**src/rtl/gpio_input_conditioner.sv**
```systemverilog
// gpio_input_conditioner
// Per-bit debounce filter, edge pulses, sticky pending flags and interrupt
// request for already-synchronized GPIO pin levels.
//
// Ports:
//   clk           system clock
//   reset         asynchronous active-high reset
//   SyncIn        synchronized pin levels
//   DebounceEn    1 = filter active, 0 = one-cycle registered pass-through
//   DebounceLimit extra consecutive cycles a new level must persist
//   RiseIE/FallIE per-bit interrupt enables
//   PendClr       write-1-to-clear strobe for both pending flags of a bit
//   Filtered      debounced level
//   RisePulse     one-cycle pulse on Filtered 0->1
//   FallPulse     one-cycle pulse on Filtered 1->0
//   RisePending   sticky rise flag
//   FallPending   sticky fall flag
//   Irq           OR of enabled pending flags
module gpio_input_conditioner #(
    parameter int          N    = 32,
    parameter int          CW   = 16,
    parameter logic [N-1:0] INIT = '0
) (
    input  logic          clk,
    input  logic          reset,
    input  logic [N-1:0]  SyncIn,
    input  logic          DebounceEn,
    input  logic [CW-1:0] DebounceLimit,
    input  logic [N-1:0]  RiseIE,
    input  logic [N-1:0]  FallIE,
    input  logic [N-1:0]  PendClr,
    output logic [N-1:0]  Filtered,
    output logic [N-1:0]  RisePulse,
    output logic [N-1:0]  FallPulse,
    output logic [N-1:0]  RisePending,
    output logic [N-1:0]  FallPending,
    output logic          Irq
);

    logic [CW-1:0] r_cnt      [N];
    logic [CW-1:0] w_cnt_next [N];
    logic [N-1:0]  w_f_next;
    logic [N-1:0]  w_rise;
    logic [N-1:0]  w_fall;

    // Counter holds the number of differing samples already seen; the
    // sample that finds it at or above the limit is the accepting one.
    // Using >= also covers the limit being lowered below a running count.
    always_comb begin
        for (int i = 0; i < N; i++) begin
            w_f_next[i]   = Filtered[i];
            w_cnt_next[i] = '0;
            if (!DebounceEn) begin
                w_f_next[i] = SyncIn[i];
            end else if (SyncIn[i] != Filtered[i]) begin
                if (r_cnt[i] >= DebounceLimit) begin
                    w_f_next[i] = SyncIn[i];
                end else begin
                    w_cnt_next[i] = r_cnt[i] + CW'(1);
                end
            end
        end
    end

    assign w_rise = w_f_next & ~Filtered;
    assign w_fall = ~w_f_next & Filtered;

    always_ff @(posedge clk or posedge reset) begin
        if (reset) begin
            Filtered    <= INIT;
            RisePulse   <= '0;
            FallPulse   <= '0;
            RisePending <= '0;
            FallPending <= '0;
            for (int i = 0; i < N; i++) begin
                r_cnt[i] <= '0;
            end
        end else begin
            Filtered    <= w_f_next;
            RisePulse   <= w_rise;
            FallPulse   <= w_fall;
            // A new event on the clearing edge keeps the flag set.
            RisePending <= (RisePending & ~PendClr) | w_rise;
            FallPending <= (FallPending & ~PendClr) | w_fall;
            for (int i = 0; i < N; i++) begin
                r_cnt[i] <= w_cnt_next[i];
            end
        end
    end

    assign Irq = |((RisePending & RiseIE) | (FallPending & FallIE));

endmodule

```
**config.mk**
```make
export PLATFORM = sky130hd
export DESIGN_NAME = gpio_input_conditioner
export DESIGN_NICKNAME = d
export VERILOG_FILES = /design/src/rtl/gpio_input_conditioner.sv
export SDC_FILE = /design/constraint.sdc
export NUM_CORES = 2
export LEC_CHECK = 0
export ABC_AREA = 1
export ABC_CLOCK_PERIOD_IN_PS = 26800
export BUFFER_PORTS_ARGS = -buffer_cell sky130_fd_sc_hd__buf_2
export CAP_MARGIN = 20
export CORE_MARGIN = 2
export CORE_UTILIZATION = 50
export DETAILED_ROUTE_END_ITERATION = 12
export GPL_TIMING_DRIVEN = 0
export PLACE_DENSITY = 0.68
export SYNTH_ARGS = -nofsm -noshare
export SYNTH_HDL_FRONTEND = slang
export SYNTH_SLANG_ARGS = --single-unit
```
**constraint.sdc**
```tcl
create_clock -name clk -period 26.8 [get_ports clk]
set_input_delay 5.36 -clock clk [delete_from_list [all_inputs] [get_ports clk]]
set_output_delay 5.36 -clock clk [all_outputs]
set_load 0.005 [all_outputs]
```
==> flow_summary_export.csv <==
group,metric,value,unit
run_status,run_status,"complete, no violations",
worst_setup_path,worstSetupPathType,"in -> out",
clock_network,cts_buffers,80,
routing,routed_wire_length_per_instance,15.6,µm
die,die-height,302,µm
yosys,synth_top_cells_by_count,"nand2_1 (1345), nor2_1 (920), inv_1 (783), dfrtp_1 (672), ha_1 (544)",
sta,timing_hold_violations_final,0,
worst_setup_path,worst_ep_arrival_time,7.28,ns
finish,area_growth,13.8,%
worst_setup_path,cpPeakStageDelay,0.80,ns
clock_network,clock-root-buffer,"clkbuf_16",
clock_network,cts_max_level,3,
clock_network,cts_tree,"built",
routing,vias_per_cell,5.12,
worst_setup_path,critPathMaxFanout,1,
clock_network,clk_path_buf_depth,3,
routing,wl,115000,µm
worst_setup_path,critical_path_required,21.44,ns
placed_design,port-buffer-count,306,
yosys,yosys_register_bits,672,
routing,post-route-drc-count,0,
yosys,most_common_cell_in_the_netlist,"nand2_1",
clock_network,clkLatencyLatePin,0.64,ns
yosys,synthesis.area,0.0445,mm²
clock_network,post-cts-setup-buffer-count,0,
routing,first_iter_violations,2311,
yosys,number_of_warnings_printed_during_yosys_synthesis,0,
yosys,synth_cells,5748,
placed_design,hpwl,80800,µm
worst_setup_path,worstPathCellList,"buf_2 > nand2_1 > nand2_1 > a221oi_1 > nand3_1 > nor2_1 > nand2_1 > buf_2",
min_path,hold_path_class,"reg -> reg",
yosys,synth_area_leaders,"dfrtp_1 (38%), ha_1 (15%), nand2_1 (11%)",
clock_network,ctsResizeCount,0,
placed_design,globalplace.congestion,0.853,
power,power_density,49.1,mW/mm²
global_route,grt_pass1_vias,36500,
finish,final_nets,6843,
yosys,post_synthesis_net_count,6439,
yosys,synth.avg_cell_area,7.75,µm²
sta,min_period,12.64,ns
placed_design,detailedPlace.worstSlack,14.20,ns
sta,maxSlewHeadroom,31.8,%
yosys,synth.yosys.seq_area_share,37.8,%
yosys,synth_flop_cell,"dfrtp_1",
worst_setup_path,cp-start-kind,"input pin",
die,die_width,302,µm
routing,initial_drt_pass_iterations,6,
placed_design,placed_cells_incl_taps,7235,
worst_setup_path,critPathCaptureType,"output port",
sta,worst-slew-pin-transition,1.02,ns
run,max_cap_viol_count,0,
sta,layout_setup_ws,14.16,ns
clock_network,post_cts_hold_buffer_count,0,
global_route,gr-usage-all-layers,25.4,%
global_route,number_of_antenna_violations_at_the_first_check_in_global_routing,5,
yosys,synth_edf_count,0,
sta,fin_skew,0.0255,ns
clock_network,clock_pin_slew_of_the_registers_on_the_worst_case_setup_and_hold_paths,0.05,ns
worst_setup_path,cpMaxStageDelayCell,"a221oi_1",
sta,min_period_over_period,47.2,%
sta,finalSetupViolations,0,
sta,max_freq,0.0791,GHz
sta,fin_setup_tns,0,ns
global_route,wire_length_of_the_first_global_routing_pass,186000,µm
finish,final.fill_count,8212,
finish,final_layout_size_suffix_gt1_share,9.79,%
clock_network,cts_sinks,672,
sta,slew_viol_final,0,
die,pin_count,308,
yosys,synthDominantCellAreaShare,37.8,%
power,p_leak,27.2,nW
die,floorplan.die_area,0.0915,mm²
global_route,overflow_left_after_global_routing,0,
yosys,ys_types,43,
global_route,largest_net_degree_at_the_start_of_global_routing,121,
worst_setup_path,critPathMostFrequentCell,"nand2_1",
power,vdd.ir_drop.worst,0.0000438,V
finish,postLayoutCoreUtil,57.3,%
yosys,synth_top_area_cell,"dfrtp_1",
routing,postRouteAntennaNets,0,
die,core_area,0.0884,mm²
sta,rsz_0062_raised_after_global_routing,"no",
die,placement_rows,109,
routing,vias,37800,
die,floorplan.initialDensity,50.4,%
yosys,synth_async_sr_flop_share,100,%
finish,finalNonFillerCells,7377,
[routing by layer]
layer,track usage (%),share of wire (%)
met5,0,0.036
met3,3.94,5.2
met1,34.3,47
met2,42.6,46
met4,6.80,2.2
[where the power goes]
group | internal [mW] | total [mW] | switching, mW
combinational | 0.0893 | 0.275 | 0.186
sequential | 1.04 | 1.06 | 0.0227
clock | 0.701 | 1.15 | 0.449
[kinds of logic after synthesis]
| family | count (synthesis) | synth area share (%) |
|---|---|---|
| compound gates | 363 | 4.74 |
| xor+xnor | 341 | 6.71 |
| flops | 672 | 37.8 |
| fa+ha+maj | 544 | 15.3 |
| buf+inv | 827 | 7.16 |
| simple gates | 3001 | 28.4 |
[placed cells by master, fill, tap and decap left out, types with 40 or more instances in the layout]
cell type,n
nand2_1,1345
nor2_1,920
inv_1,767
dfrtp_1,672
ha_1,544
nand3_1,397
buf_2,340
xor2_1,249
a21oi_1,182
nand4_1,111
nor3_1,103
xnor2_1,92
clkbuf_16,82
o21ai_0,76
nor2_2,52
o21bai_1,40
[registers in the layout, summed over array words and instances (netlist names)]
register	count
r_cnt	512
FallPulse	32
RisePulse	32
FallPending	32
RisePending	32
Filtered	32
[cell type report]
cell class              instances  area (µm²)  share of cell area [%]
inverters                     784        2970                    5.85
plain buffers                  43         245                   0.484
clock inverters                28         395                   0.780
flip-flops and latches        672       16800                    33.2
diodes                          1        2.50                 0.00494
well taps                    1165        1460                    2.88
multi-input cells            4249       24500                    48.4
clock buffers                 113        2370                    4.67
repair buffers                322        1890                    3.73
[worst max-delay path: cells and delay by family]
kind / cells / cell delay (ns)
AOI/OAI and AO/OA: 1 / 0.80
and+or+nand+nor: 5 / 0.87
buffers and inverters: 2 / 0.23
[stage by stage]
step / area, µm² / hold slack, ns / total power [mW]
after detailed placement: 47900 / 0.453 / 1.36
after CTS: 50700 / 0.462 / 2.52
after global placement: 47500 / 0.446 / 1.35
after floorplan: 44500 / 0.430 / 1.24
after global routing: 50700 / 0.475 / 2.60
final: 50700 / 0.461 / 2.49
[path summary, 6_finish.rpt]
| path | from | endpoint | slack [ns] | cells past startpoint |
|---|---|---|---|---|
| setup / recovery | FallIE[18] | Irq | 14.16 | 8 |
| max in group asynchronous | reset | r_cnt[203] | 20.26 | 4 |
| setup reg to reg | r_cnt[137] | r_cnt[137] | 24.62 | 9 |
| hold reg to reg | r_cnt[80] | r_cnt[80] | 0.46 | 1 |
| hold / removal | r_cnt[80] | r_cnt[80] | 0.46 | 1 |
| min in group asynchronous | reset | r_cnt[14] | 4.84 | 2 |
(Power assumes the default switching activity.)
